File: src/rtl/pipe_hazard_ctrl.sv
// Stall/flush controller for the five-stage pipeline: load-use, EX redirect and
// data-memory wait handling with a handshake timeout and saturating perf counters.
//
// state  | meaning
// S_RUN  | normal issue, no memory wait in progress
// S_WAIT | MEM stage waiting for mem_ready, wait_cnt counts stalled cycles
// S_ERR  | memory handshake timed out, pipeline frozen until reset
module pipe_hazard_ctrl #(
  parameter int MEM_TMO = 16,
  parameter int CNT_W   = 32
) (
  input  logic             clk,
  input  logic             rst,
  input  logic [4:0]       id_rs1,
  input  logic [4:0]       id_rs2,
  input  logic             id_re1,
  input  logic             id_re2,
  input  logic [4:0]       ex_rd,
  input  logic             ex_rf_we,
  input  logic             ex_is_load,
  input  logic             ex_redirect,
  input  logic             mem_req,
  input  logic             mem_ready,
  output logic             pc_hold,
  output logic             ifid_hold,
  output logic             idex_hold,
  output logic             exmem_hold,
  output logic             ifid_flush,
  output logic             idex_flush,
  output logic             memwb_bubble,
  output logic             mem_err,
  output logic [CNT_W-1:0] stall_cnt,
  output logic [CNT_W-1:0] flush_cnt
);

  localparam int WAIT_W = $clog2(MEM_TMO + 1);

  typedef enum logic [1:0] {
    S_RUN  = 2'd0,
    S_WAIT = 2'd1,
    S_ERR  = 2'd2
  } state_t;

  state_t            state;
  logic [WAIT_W-1:0] wait_cnt;
  logic              memstall;
  logic              load_use;
  logic              redirect_ok;

  assign memstall = mem_req & ~mem_ready;

  assign load_use = ex_is_load & ex_rf_we & (ex_rd != 5'd0) &
                    ((id_re1 & (id_rs1 == ex_rd)) | (id_re2 & (id_rs2 == ex_rd)));

  assign redirect_ok = (state != S_ERR) & ~memstall & ex_redirect;

  // Redirect outranks load-use: the ID instruction is discarded anyway.
  always_comb begin
    pc_hold      = 1'b0;
    ifid_hold    = 1'b0;
    idex_hold    = 1'b0;
    exmem_hold   = 1'b0;
    ifid_flush   = 1'b0;
    idex_flush   = 1'b0;
    memwb_bubble = 1'b0;
    if ((state == S_ERR) || memstall) begin
      pc_hold      = 1'b1;
      ifid_hold    = 1'b1;
      idex_hold    = 1'b1;
      exmem_hold   = 1'b1;
      memwb_bubble = 1'b1;
    end else if (ex_redirect) begin
      ifid_flush = 1'b1;
      idex_flush = 1'b1;
    end else if (load_use) begin
      pc_hold    = 1'b1;
      ifid_hold  = 1'b1;
      idex_flush = 1'b1;
    end
  end

  always_ff @(posedge clk or negedge rst) begin
    if (!rst) begin
      state    <= S_RUN;
      wait_cnt <= '0;
      mem_err  <= 1'b0;
    end else begin
      case (state)
        S_RUN: begin
          if (memstall) begin
            state    <= S_WAIT;
            wait_cnt <= WAIT_W'(1);
          end
        end
        S_WAIT: begin
          if (!memstall) begin
            state    <= S_RUN;
            wait_cnt <= '0;
          end else if (wait_cnt == WAIT_W'(MEM_TMO)) begin
            state   <= S_ERR;
            mem_err <= 1'b1;
          end else begin
            wait_cnt <= wait_cnt + WAIT_W'(1);
          end
        end
        S_ERR: begin
          state <= S_ERR;
        end
        default: begin
          state    <= S_RUN;
          wait_cnt <= '0;
        end
      endcase
    end
  end

  always_ff @(posedge clk or negedge rst) begin
    if (!rst) begin
      stall_cnt <= '0;
      flush_cnt <= '0;
    end else begin
      if (pc_hold && (stall_cnt != '1))
        stall_cnt <= stall_cnt + CNT_W'(1);
      if (redirect_ok && (flush_cnt != '1))
        flush_cnt <= flush_cnt + CNT_W'(1);
    end
  end

endmodule

File: config.mk
export PLATFORM = sky130hd
export DESIGN_NAME = pipe_hazard_ctrl
export DESIGN_NICKNAME = d
export VERILOG_FILES = /design/src/rtl/pipe_hazard_ctrl.sv
export SDC_FILE = /design/constraint.sdc
export NUM_CORES = 1
export LEC_CHECK = 0
export CAP_MARGIN = 10
export CORE_ASPECT_RATIO = 2
export CORE_MARGIN = 4
export CORE_UTILIZATION = 53
export DETAILED_ROUTE_END_ITERATION = 6
export GPL_TIMING_DRIVEN = 0
export PLACE_DENSITY = 0.91
export SYNTH_ARGS = -nofsm -noshare
export SYNTH_HDL_FRONTEND = slang
export SYNTH_SLANG_ARGS = --single-unit
File: constraint.sdc
create_clock -name clk -period 6.8 [get_ports clk]
set_clock_uncertainty 0.1 [all_clocks]
set_input_delay 0.68 -clock clk [delete_from_list [all_inputs] [get_ports clk]]
set_output_delay 0.68 -clock clk [all_outputs]
set_load 0.05 [all_outputs]
==> results of run 1 <==
[worst max-delay path, stage by stage]
cell,delay [ns]
sky130_fd_sc_hd__clkdlybuf4s50_1,0.49
sky130_fd_sc_hd__xor2_1,0.22
sky130_fd_sc_hd__nor4_1,0.37
sky130_fd_sc_hd__a32oi_1,0.23
sky130_fd_sc_hd__o31ai_4,0.38
sky130_fd_sc_hd__buf_4,0.17
sky130_fd_sc_hd__clkdlybuf4s50_1,0.79
[cells by family (layout without fill, tap and decap cells)]
| family | count (synthesis) | after routing | share of synthesized area [%] |
|---|---|---|---|
| adder cells (fa/ha/maj) | 4 | 4 | 1.37 |
| multiplexers | 2 | 2 | 0.584 |
| AND/OR/NAND/NOR | 166 | 166 | 25.2 |
| XOR/XNOR | 74 | 74 | 17.8 |
| flip-flops | 72 | 72 | 49.5 |
| AO/OA/AOI/OAI | 13 | 13 | 2.95 |
| buffers and inverters | 18 | 129 | 2.58 |
[power groups by stage]
stage	clock network [µW]	registers, µW	logic [µW]
detailed placement	0	526	323
floorplan	0	635	84.6
global placement	0	523	317
finish	470	518	320
CTS	481	518	324
global route	505	527	337
[cell usage after synthesis (all sizes together) (2+ instances only)]
library cell / instances
or4: 3
inv: 10
nor3: 17
ha: 4
o22ai: 3
xor2: 43
o21ai: 2
dfrtp: 72
and3: 5
nand2: 44
or3: 5
buf: 7
nand3: 23
and4: 3
nand4: 17
nand2b: 3
nor4: 9
or2: 2
nor2: 32
xnor2: 31
[sequential cells by signal, indices dropped and copies added (netlist names)]
register / cells
stall_cnt: 32
mem_err: 1
flush_cnt: 32
wait_cnt: 5
state: 2
[final cells by class]
| type | count | area [µm²] |
|---|---|---|
| Tap cell | 88 | 110 |
| Sequential cell | 72 | 1800 |
| Clock buffer | 13 | 260 |
| Timing Repair Buffer | 95 | 948 |
| Inverter | 10 | 37.5 |
| Fill cell | 462 | 1670 |
| Multi-Input combinational cell | 259 | 1750 |
| Clock inverter | 3 | 40.0 |
| Buffer | 8 | 56.3 |
[metrics by stage]
| step | utilization (%) | total power [µW] | worst slack, ns | area (µm²) | cells |
|---|---|---|---|---|---|
| 4_1_cts | 74.9 | 1320 | 2.67 | 5000 | 548 |
| 5_1_grt | 74.9 | 1370 | 2.61 | 5000 | 548 |
| 6_report | 74.9 | 1310 | 2.69 | 5000 | 548 |
| 2_1_floorplan | - | 719 | 3.82 | 3640 | 349 |
| 3_5_place_dp | 70.4 | 849 | 2.66 | 4700 | 532 |
| 3_3_place_gp | 70.5 | 839 | 2.58 | 4700 | 532 |
[cell usage in the layout, fill, tap and decap left out, types with 2 or more instances in the layout]
master	count
sky130_fd_sc_hd__clkbuf_8	2
sky130_fd_sc_hd__and3_1	5
sky130_fd_sc_hd__nand3_2	2
sky130_fd_sc_hd__nor4_4	2
sky130_fd_sc_hd__dfrtp_1	72
sky130_fd_sc_hd__or3_1	4
sky130_fd_sc_hd__clkbuf_16	9
sky130_fd_sc_hd__or4_4	2
sky130_fd_sc_hd__xor2_1	43
sky130_fd_sc_hd__nand4_1	17
sky130_fd_sc_hd__clkinv_2	2
sky130_fd_sc_hd__nand3_1	21
sky130_fd_sc_hd__nand2_2	3
sky130_fd_sc_hd__nor4_2	2
sky130_fd_sc_hd__or2_2	2
sky130_fd_sc_hd__buf_4	5
sky130_fd_sc_hd__nor4_1	5
sky130_fd_sc_hd__o22ai_1	3
sky130_fd_sc_hd__nand2b_1	3
sky130_fd_sc_hd__nor3_2	5
sky130_fd_sc_hd__clkdlybuf4s50_1	94
sky130_fd_sc_hd__xnor2_1	31
sky130_fd_sc_hd__and4_1	3
sky130_fd_sc_hd__nand2_1	41
sky130_fd_sc_hd__buf_2	2
sky130_fd_sc_hd__clkbuf_1	2
sky130_fd_sc_hd__inv_1	10
sky130_fd_sc_hd__ha_1	4
sky130_fd_sc_hd__nor2_1	32
sky130_fd_sc_hd__nor3_1	11
[routing by layer]
metal	share of wire, %	track usage [%]	vias to the layer above	wire (µm)
li1	-	-	1399	-
met1	36	24.5	1477	3220
met2	55	41.2	99	4840
met3	6.8	6.91	19	598
met4	2.1	8.86	0	182
met5	0	0	-	0
[worst max-delay path by stage]
stage	startpoint	to	slack, ns	depth (start not counted)
floorplan	ex_rd[3]	pc_hold	3.82	5
global route	ex_rd[3]	pc_hold	2.61	7
detailed placement	ex_rd[3]	pc_hold	2.66	7
CTS	ex_rd[3]	pc_hold	2.67	7
global placement	rst	mem_err	2.58	1
finish	ex_rd[3]	pc_hold	2.69	7
==> impl_results.rst, run 1 <==
.. list-table::
   :header-rows: 1

   * - Metric
     - Value
   * - Run status
     - finished clean
   * - Antenna cell count
     - 0
   * - Gate power share
     - 24.5%
   * - Warnings, synthesis
     - 0
   * - Aggregate negative setup slack
     - 0 ns
   * - RSZ-0062 raised after global routing
     - no
   * - First-pass GRT wire length
     - 14.9 mm
   * - Final WL
     - 8.85 mm
   * - Static Leak
     - 0.00222 µW
   * - Worst Hold Class
     - primary input to asynchronous set/reset pin
   * - # IOs
     - 96
   * - Num Clock Sinks
     - 72
   * - Post-CTS resize count
     - 0
   * - Total internal power
     - 886 µW
   * - Vias after detailed routing
     - 2994
   * - FF-to-FF path depth
     - 6
   * - Final setup violation count
     - 0
   * - Final count of pins violating max slew
     - 0
   * - Number of flops mapped to enable cells by yosys
     - 0
   * - Number of buffers on the longest clock path
     - 2
   * - Cell taking the most area after synthesis
     - sky130_fd_sc_hd__dfrtp_1
   * - Number of antenna violations at the first check in global routing
     - 0
   * - Launching element type of the critical path
     - primary input
   * - Crit path kind
     - primary input to output pin
   * - GR Overflow Total
     - 0
   * - Min Tclk post-route
     - 4.11 ns
   * - Overall die height
     - 125 µm
   * - Pin count of the biggest net entering global routing
     - 73
   * - First-pass iteration count of the detailed router
     - 4
   * - Worst R2R Setup Slack
     - 4.34 ns
   * - Post-Syn Instances
     - 349
   * - Worst flop-to-flop path startpoint
     - flush_cnt[11]
   * - Share of async-settable or async-resettable flops after synthesis
     - 100%
   * - Slew of the pin with the lowest slew margin
     - 0.899 ns
   * - Antenna violation net count after detailed routing
     - 0
   * - Clock share of power
     - 35.9%
   * - Core ar.
     - 6670 µm²
   * - Cell Rows
     - 42
   * - Mapped cell area
     - 3640 µm²
   * - Number of nets produced by synthesis
     - 377
   * - Psw
     - 423 µW
   * - Sw Share
     - 32.3%
   * - Number of buffers created by CTS
     - 9
   * - Full die area
     - 8340 µm²
   * - Sequential Power Share
     - 39.6%
   * - Distinct cells, synth
     - 45
   * - Number of nets at the end of the flow
     - 483
   * - Detailed-route wire length per cell
     - 16.1 µm
   * - Number of buffers added to fix hold violations after cts
     - 0
   * - Slew margin rel.
     - 40.0%
   * - Layout cell share with drive strength beyond 1
     - 9.78%
   * - Via count normalized by instance count
     - 5.46
   * - Horizontal die dimension
     - 66.6 µm
   * - Total global routing track utilization
     - 23.1%
   * - Pwr Density
     - 262 nW/µm²
   * - Crit path DAT
     - 3.33 ns
   * - Synth-to-layout area growth
     - 37.3%
   * - Top_reg_cell synth
     - sky130_fd_sc_hd__dfrtp_1
   * - Detailed-route DRC error count
     - 0
   * - Clock transition at the registers of the reported paths
     - 0.05 ns
   * - Initial standard-cell utilization of the core
     - 54.6%
   * - Root Buffer Master
     - sky130_fd_sc_hd__clkbuf_16
   * - Tcrit/Tclk final
     - 60.4%
   * - Critical path endpoint category
     - output pin
   * - HPWL after DPL
     - 6.65 mm
   * - Hold violation total from the final report
     - 0
   * - # H-tree levels
     - 3
   * - Max Clk Rate
     - 0.243 GHz
   * - Share of synthesized area occupied by flip-flops and latches
     - 49.5%
   * - 1st-iter DRT viols
     - 122
   * - Worst-path maximum fanout
     - 5
   * - Top-area cell type share of the netlist area
     - 49.5%
   * - Max-cap check violation count
     - 0
   * - Syn avg cell area
     - 10.4 µm²
   * - Yosys reg bits
     - 72
   * - Port Buffer Count
     - 95
   * - Worst VDD drop
     - 0.256 mV
   * - CTS tree
     - done
   * - Synth area leaders
     - sky130_fd_sc_hd__dfrtp_1 49%, sky130_fd_sc_hd__xor2_1 10%, sky130_fd_sc_hd__xnor2_1 7.5%, sky130_fd_sc_hd__nand2_1 4.2%, sky130_fd_sc_hd__nor2_1 3.3%
   * - Worst hold margin
     - 0.363 ns
   * - Required time at the endpoint of the critical path
     - 6.02 ns
   * - Worst R2R End
     - flush_cnt[1]
   * - Number of buffers added for setup after CTS
     - 0
   * - Final weighted congestion in routability-driven placement
     - 0.867
   * - Worst skew pair latency
     - 0.33 ns
   * - Vias in the first global route
     - 3144
Power figures use the tool's default switching activity.
==> run 2: changes to the inputs <==
--- a/config.mk
+++ b/config.mk
@@ -8,10 +8,10 @@
 export CAP_MARGIN = 10
 export CORE_ASPECT_RATIO = 2
 export CORE_MARGIN = 4
-export CORE_UTILIZATION = 53
+export CORE_UTILIZATION = 49
 export DETAILED_ROUTE_END_ITERATION = 6
 export GPL_TIMING_DRIVEN = 0
-export PLACE_DENSITY = 0.91
+export PLACE_DENSITY = 0.86
 export SYNTH_ARGS = -nofsm -noshare
 export SYNTH_HDL_FRONTEND = slang
 export SYNTH_SLANG_ARGS = --single-unit
==> constraint.sdc (replaced) <==
create_clock -name clk -period 4 [get_ports clk]
set_clock_uncertainty 0.1 [all_clocks]
set_input_delay 0.4 -clock clk [delete_from_list [all_inputs] [get_ports clk]]
set_output_delay 0.4 -clock clk [all_outputs]
set_load 0.05 [all_outputs]
==> run 2 against run 1 <==
  * Combinational power up 70%
  * Largest power group unchanged
  * Non-clock buffer count unchanged
  * Critical path depth unchanged
  * Via count down 0.67%
  * Critical endpoint unchanged
  * Sequential share of layout area up 0.20 points
==> impl_results.rst, run 2 (synthesized netlist as in run 1, its figures left out) <==
.. list-table::
   :header-rows: 1

   * - Metric
     - Value
   * - Setup slack after placement
     - 0.496 ns (was 2.66 ns)
   * - Antenna cell count
     - 0 (unchanged)
   * - Via count normalized by instance count
     - 5.39 (was 5.46)
   * - Post-CTS resize count
     - 0 (unchanged)
   * - Number of buffers created by CTS
     - 9 (unchanged)
   * - Initial standard-cell utilization of the core
     - 50.1% (was 54.6%)
   * - Required time at the endpoint of the critical path
     - 3.50 ns (was 6.02 ns)
   * - Registers with the highest flip-flop counts
     - flush_cnt: 32 flops, stall_cnt: 32 flops, wait_cnt: 5 flops (unchanged)
   * - Sw Share
     - 33.6% (was 32.3%)
   * - Pin count of the biggest net entering global routing
     - 73 (unchanged)
   * - Number of filler instances in the final layout
     - 570 (was 462)
   * - Antenna violation net count after detailed routing
     - 0 (unchanged)
   * - Horizontal die dimension
     - 69.0 µm (was 66.6 µm)
   * - # IOs
     - 96 (unchanged)
   * - Port Buffer Count
     - 95 (unchanged)
   * - Max Clk Rate
     - 0.291 GHz
   * - Worst-path maximum fanout
     - 5 (unchanged)
   * - Number of nets at the end of the flow
     - 483 (unchanged)
   * - First-pass GRT wire length
     - 14.5 mm (was 14.9 mm)
   * - Num Clock Sinks
     - 72 (unchanged)
   * - Cell Rows
     - 44 (was 42)
   * - First-pass iteration count of the detailed router
     - 4 (unchanged)
   * - Dpl cell area
     - 4710 µm² (was 4700 µm²)
   * - Slew of the pin with the lowest slew margin
     - 0.894 ns (was 0.899 ns)
   * - Full die area
     - 8960 µm² (was 8340 µm²)
   * - Number of buffers added for setup after CTS
     - 0 (unchanged)
   * - Slew margin rel.
     - 40.4% (was 40.0%)
   * - Min Tclk post-route
     - 3.43 ns
   * - Overall die height
     - 130 µm (was 125 µm)
   * - Number of antenna violations at the first check in global routing
     - 0 (unchanged)
   * - Clock share of power
     - 33.7% (was 35.9%)
   * - RSZ-0062 raised after global routing
     - no (unchanged)
   * - Critical path endpoint category
     - output pin (unchanged)
   * - Run status
     - finished clean (unchanged)
   * - HPWL after DPL
     - 6.57 mm (was 6.65 mm)
   * - GR Overflow Total
     - 0 (unchanged)
   * - Total internal power
     - 1430 µW (was 886 µW)
   * - Total global routing track utilization
     - 21.8% (was 23.1%)
   * - Synth-to-layout area growth
     - 36.6% (was 37.3%)
   * - Detailed-route wire length per cell
     - 15.8 µm (was 16.1 µm)
   * - Worst skew pair latency
     - 0.33 ns (about the same)
   * - Final WL
     - 8.72 mm (was 8.85 mm)
   * - Root Buffer Master
     - sky130_fd_sc_hd__clkbuf_16 (unchanged)
   * - Sequential Power Share
     - 40.9% (was 39.6%)
   * - Layout cell share with drive strength beyond 1
     - 9.57% (was 9.78%)
   * - Gate power share
     - 25.4% (was 24.5%)
   * - CTS tree
     - done (unchanged)
   * - Clock transition at the registers of the reported paths
     - 0.06 ns (was 0.05 ns)
   * - Worst VDD drop
     - 0.393 mV (was 0.256 mV)
   * - Number of buffers added to fix hold violations after cts
     - 0 (unchanged)
   * - Tcrit/Tclk final
     - 85.8%
   * - Psw
     - 720 µW (was 423 µW)
   * - Most common cell after layout, fill and taps aside
     - sky130_fd_sc_hd__clkdlybuf4s50_1 (unchanged)
   * - Vias in the first global route
     - 3112 (was 3144)
   * - Final weighted congestion in routability-driven placement
     - 0.798 (was 0.867)
   * - Final setup violation count
     - 0 (unchanged)
   * - Crit path DAT
     - 2.93 ns (was 3.33 ns)
   * - Crit path kind
     - primary input to output pin (unchanged)
   * - Launching element type of the critical path
     - primary input (unchanged)
   * - Final count of pins violating max slew
     - 0 (unchanged)
   * - Static Leak
     - 0.00220 µW (was 0.00222 µW)
   * - Vias after detailed routing
     - 2974 (was 2994)
   * - Aggregate negative setup slack
     - 0 ns (unchanged)
   * - Max-cap check violation count
     - 0 (unchanged)
   * - Final cell area excluding filler cells
     - 4970 µm² (was 5000 µm²)
   * - Final worst setup slack
     - 0.569 ns (was 2.69 ns)
   * - Worst Hold Class
     - primary input to asynchronous set/reset pin (unchanged)
   * - Core ar.
     - 7270 µm² (was 6670 µm²)
   * - # H-tree levels
     - 3 (unchanged)
   * - Worst hold margin
     - 0.0885 ns (was 0.363 ns)
   * - Hold violation total from the final report
     - 0 (unchanged)
   * - Number of buffers on the longest clock path
     - 2 (unchanged)
   * - 1st-iter DRT viols
     - 152 (was 122)
   * - Commonest non-fill, non-tap cells in the layout
     - 94 x sky130_fd_sc_hd__clkdlybuf4s50_1, 72 x sky130_fd_sc_hd__dfrtp_1, 43 x sky130_fd_sc_hd__xor2_1 (unchanged)
   * - Pwr Density
     - 431 nW/µm² (was 262 nW/µm²)
   * - Detailed-route DRC error count
     - 0 (unchanged)
[run 2: cell count changes in the layout (fill, tap and decap cells not counted), sizes merged]
cell	delta
clkinvlp	+1
bufinv	-1
[run 2: metal layers]
metal  vias to the layer above  wire [µm]  GRT usage, %
met5                         -          0             0
met4                         0        211          9.20
met3                        15        582          7.67
met2                        90       4780          37.5
met1                      1464       3150          23.6
li1                       1405          -             -
[run 2: through the flow]
step                      cells  total power, µW  utilization (%)
after floorplan             349             1220                -
after global placement      536             1430             64.8
after detailed placement    536             1440             64.8
after CTS                   552             2170             68.4
after global routing        552             2240             68.4
final                       552             2150             68.4
[run 2: cell type report]
cell class	count	area (µm²)	share of cell area [%]
Sequential cell	72	1800	36.2
Multi-Input combinational cell	259	1750	35.1
Timing Repair Buffer	95	948	19.1
Clock buffer	13	250	5.03
Tap cell	92	115	2.31
Buffer	8	56.3	1.13
Inverter	10	37.5	0.755
Clock inverter	3	17.5	0.352
[run 2: path summary, 6_finish.rpt]
path	start	to	slack, ns	cells after the start
max	ex_rd[2]	pc_hold	0.57	7
min	rst	stall_cnt[22]	0.09	1
max reg2reg	flush_cnt[11]	flush_cnt[1]	1.60	6
min reg2reg	mem_err	mem_err	0.37	1
max in group asynchronous	rst	flush_cnt[1]	3.13	1
min in group clk	mem_err	mem_err	0.37	1
[run 2: critical path, stage by stage]
cell                              delay (ns)
sky130_fd_sc_hd__clkdlybuf4s50_1        0.47
sky130_fd_sc_hd__xor2_1                 0.19
sky130_fd_sc_hd__nor4_1                 0.35
sky130_fd_sc_hd__a32oi_1                0.17
sky130_fd_sc_hd__o31ai_4                0.39
sky130_fd_sc_hd__buf_4                  0.17
sky130_fd_sc_hd__clkdlybuf4s50_1        0.79
[run 2: power groups by stage]
stage	registers, µW	logic (µW)	clock network (µW)
CTS	878	551	743
global route	889	575	781
global placement	889	538	0
floorplan	1080	144	0
finish	878	544	724
detailed placement	891	550	0
==> run 3: changes to the inputs <==
--- a/config.mk
+++ b/config.mk
@@ -6,8 +6,6 @@
 export NUM_CORES = 1
 export LEC_CHECK = 0
 export CAP_MARGIN = 10
-export CORE_ASPECT_RATIO = 2
-export CORE_MARGIN = 4
 export CORE_UTILIZATION = 49
 export DETAILED_ROUTE_END_ITERATION = 6
 export GPL_TIMING_DRIVEN = 0
==> constraint.sdc (replaced) <==
create_clock -name clk -period 4 [get_ports clk]
set_clock_uncertainty 0.1 [all_clocks]
set_input_delay 0.8 -clock clk [delete_from_list [all_inputs] [get_ports clk]]
set_output_delay 0.8 -clock clk [all_outputs]
set_load 0.05 [all_outputs]
==> run 3 against run 2 <==
  * Combinational power decreased by 2%
  * Flip-flop and latch count stayed put
  * Sequential power barely moved
  * Clock power fell by 28%
  * Sequential share of layout area rose by 0.56 points
  * Die area fell by 13%
  * Setup slack worse by 0.45 ns
  * Design area down 1.5%
  * Non-clock buffer count unchanged
  * Via count fell by 2.5%
  * Hold slack improved by 0.29 ns
  * Critical endpoint unchanged
==> impl_results.rst, run 3 (synthesized netlist as in run 1, its figures left out) <==
.. list-table::
   :header-rows: 1

   * - Metric
     - Value
   * - Most common cell after layout, fill and taps aside
     - sky130_fd_sc_hd__clkdlybuf4s50_1 (unchanged)
   * - # IOs
     - 96 (unchanged)
   * - Final setup violation count
     - 0 (unchanged)
   * - Registers with the highest flip-flop counts
     - flush_cnt: 32 flops, stall_cnt: 32 flops, wait_cnt: 5 flops (unchanged)
   * - Crit path DAT
     - 2.98 ns (was 2.93 ns)
   * - Number of nets at the end of the flow
     - 483 (unchanged)
   * - Number of buffers created by CTS
     - 9 (unchanged)
   * - Crit path kind
     - primary input to output pin (unchanged)
   * - Run status
     - finished clean (unchanged)
   * - Vias after detailed routing
     - 2901 (was 2974)
   * - First-pass GRT wire length
     - 12.7 mm (was 14.5 mm)
   * - Antenna violation net count after detailed routing
     - 0 (unchanged)
   * - Max Clk Rate
     - 0.258 GHz (was 0.291 GHz)
   * - Crit path buf inv count
     - 3 (unchanged)
   * - Full die area
     - 7780 µm² (was 8960 µm²)
   * - First-pass iteration count of the detailed router
     - 6 (was 4)
   * - Worst Hold Class
     - flop to flop (was primary input to asynchronous set/reset pin)
   * - Worst-path maximum fanout
     - 5 (unchanged)
   * - Via count normalized by instance count
     - 5.19 (was 5.39)
   * - WL met3
     - 417 µm (was 582 µm)
   * - Layout cell share with drive strength beyond 1
     - 10.2% (was 9.57%)
   * - Horizontal die dimension
     - 88.2 µm (was 69.0 µm)
   * - Num Clock Sinks
     - 72 (unchanged)
   * - Number of buffers on the longest clock path
     - 2 (unchanged)
   * - Cell Rows
     - 31 (was 44)
   * - Slew of the pin with the lowest slew margin
     - 0.877 ns (was 0.894 ns)
   * - Slew margin rel.
     - 41.5% (was 40.4%)
   * - Worst VDD drop
     - 0.378 mV (was 0.393 mV)
   * - Number of buffers added for setup after CTS
     - 0 (unchanged)
   * - Launching element type of the critical path
     - primary input (unchanged)
   * - Static Leak
     - 0.00217 µW (was 0.00220 µW)
   * - Initial standard-cell utilization of the core
     - 50.5% (was 50.1%)
   * - Met1 routed wirelength after detailed routing
     - 3.46 mm (was 3.15 mm)
   * - RSZ-0062 raised after global routing
     - no (unchanged)
   * - Overall die height
     - 88.2 µm (was 130 µm)
   * - Commonest non-fill, non-tap cells in the layout
     - 91 x sky130_fd_sc_hd__clkdlybuf4s50_1, 72 x sky130_fd_sc_hd__dfrtp_1, 43 x sky130_fd_sc_hd__xor2_1 (was 94 x sky130_fd_sc_hd__clkdlybuf4s50_1, 72 x sky130_fd_sc_hd__dfrtp_1, 43 x sky130_fd_sc_hd__xor2_1)
   * - HPWL after DPL
     - 5.87 mm (was 6.57 mm)
   * - Min Tclk post-route
     - 3.88 ns (was 3.43 ns)
   * - Number of filler instances in the final layout
     - 550 (was 570)
   * - Clock transition at the registers of the reported paths
     - 0.08 ns (was 0.06 ns)
   * - Final WL
     - 7.99 mm (was 8.72 mm)
   * - Number of antenna violations at the first check in global routing
     - 0 (unchanged)
   * - 1st-iter DRT viols
     - 139 (was 152)
   * - Detailed-route wire length per cell
     - 14.3 µm (was 15.8 µm)
   * - Tcrit/Tclk final
     - 96.9% (was 85.8%)
   * - Max-cap check violation count
     - 0 (unchanged)
   * - Number of buffers added to fix hold violations after cts
     - 0 (unchanged)
   * - Final cell area excluding filler cells
     - 4900 µm² (was 4970 µm²)
   * - Dpl cell area
     - 4710 µm² (about the same)
   * - Utilization after layout
     - 67.9% (was 68.4%)
   * - Critical path endpoint category
     - output pin (unchanged)
   * - Highest metal layer with signal wires
     - met4 (unchanged)
   * - Hold violation total from the final report
     - 0 (unchanged)
   * - Post-layout instance count excluding filler cells
     - 559 (was 552)
   * - Pin count of the biggest net entering global routing
     - 73 (unchanged)
   * - Ordered list of cells on the worst path
     - clkdlybuf4s50_1, xor2_1, nor4_1, a32oi_1, o31ai_4, buf_4, clkdlybuf4s15_1 (was clkdlybuf4s50_1, xor2_1, nor4_1, a32oi_1, o31ai_4, buf_4, clkdlybuf4s50_1)
   * - Root Buffer Master
     - sky130_fd_sc_hd__clkbuf_8 (was sky130_fd_sc_hd__clkbuf_16)
   * - Worst path slowest cell
     - sky130_fd_sc_hd__clkdlybuf4s15_1 (was sky130_fd_sc_hd__clkdlybuf4s50_1)
   * - Wire length on met2
     - 4.01 mm (was 4.78 mm)
   * - Final weighted congestion in routability-driven placement
     - 0.805 (was 0.798)
   * - Cell family with the largest share of critical-path delay
     - buffers and inverters (unchanged)
   * - # H-tree levels
     - 3 (unchanged)
   * - Required time at the endpoint of the critical path
     - 3.10 ns (was 3.50 ns)
   * - GR Overflow Total
     - 0 (unchanged)
   * - CTS tree
     - done (unchanged)
   * - Synth-to-layout area growth
     - 34.5% (was 36.6%)
   * - Total global routing track utilization
     - 21.3% (was 21.8%)
   * - Vias in the first global route
     - 2765 (was 3112)
   * - Detailed-route DRC error count
     - 0 (unchanged)
   * - Worst skew pair latency
     - 0.34 ns (was 0.33 ns)
   * - Final count of pins violating max slew
     - 0 (unchanged)
   * - Port Buffer Count
     - 95 (unchanged)
   * - Antenna cell count
     - 0 (unchanged)
   * - Worst stage delay on the critical path
     - 0.48 ns (was 0.79 ns)
   * - Pwr Density
     - 395 nW/µm² (was 431 nW/µm²)
   * - Placed instance count
     - 543 (was 536)
   * - Core ar.
     - 7210 µm² (was 7270 µm²)
## run 3: cell count changes in the layout (fill, tap and decap cells not counted), sizes merged
cell and delta:
clkbuf -3, clkdlybuf4s15 +1, clkdlybuf4s50 -3, clkinv +1, clkinvlp +2, dlygate4sd2 +1, dlymetal6s2s +1
## run 3: layout make-up
class                   instances  area, µm²  share of cell area (%)
inverters                      10       37.5                   0.766
multi-input cells             259       1750                    35.7
flip-flops and latches         72       1800                    36.8
clock buffers                  10        138                    2.81
clock inverters                 6       45.0                   0.920
well taps                      99        124                    2.53
repair buffers                 95        950                    19.4
plain buffers                   8       56.3                    1.15
## run 3: what timing repair did
action / CTS / global route
cloned: 0 / 0
endpoints found under the setup margin: 2 / 2
pin swaps: 0 / 0
gates resized for setup: 2 / 2
## run 3: path summary, 6_finish.rpt
path                            endpoint  slack (ns)     startpoint  cells past startpoint
min reg2reg                      mem_err        0.38        mem_err                      1
max                              pc_hold        0.12       ex_rd[3]                      7
max reg2reg                 flush_cnt[1]        1.57  flush_cnt[11]                      6
min in group asynchronous  stall_cnt[30]        0.47            rst                      1
max in group asynchronous   flush_cnt[1]        2.76            rst                      1
min                              mem_err        0.38        mem_err                      1
## run 3: power breakdown
part | internal (µW) | switching [µW] | leakage, µW
clock network | 243 | 281 | 0.0000845
registers | 791 | 86.3 | 0.000961
logic | 197 | 337 | 0.00112
## run 3: worst reg2reg max path: cells and delay by family, from the launching register on
kind / cells / cell delay [ns]
simple gates: 5 / 1.42
flops: 1 / 0.46
mux: 1 / 0.33
## run 3: layer usage
metal	track usage, %	vias up
met3	3.92	11
met2	36.3	87
met1	26.6	1405
met5	0	-
met4	9.24	0
li1	-	1398
## run 3: per-stage QoR
stage / hold WS [ns] / power, µW / setup TNS, ns / setup WS (ns)
global placement: 0.357 / 1410 / -23.80 / -0.333
floorplan: 0.397 / 1220 / 0 / 0.775
global route: 0.404 / 2030 / 0 / 0.0179
finish: 0.376 / 1930 / 0 / 0.123
detailed placement: 0.362 / 1430 / -0.206 / -0.143
CTS: 0.381 / 1950 / 0 / 0.0383
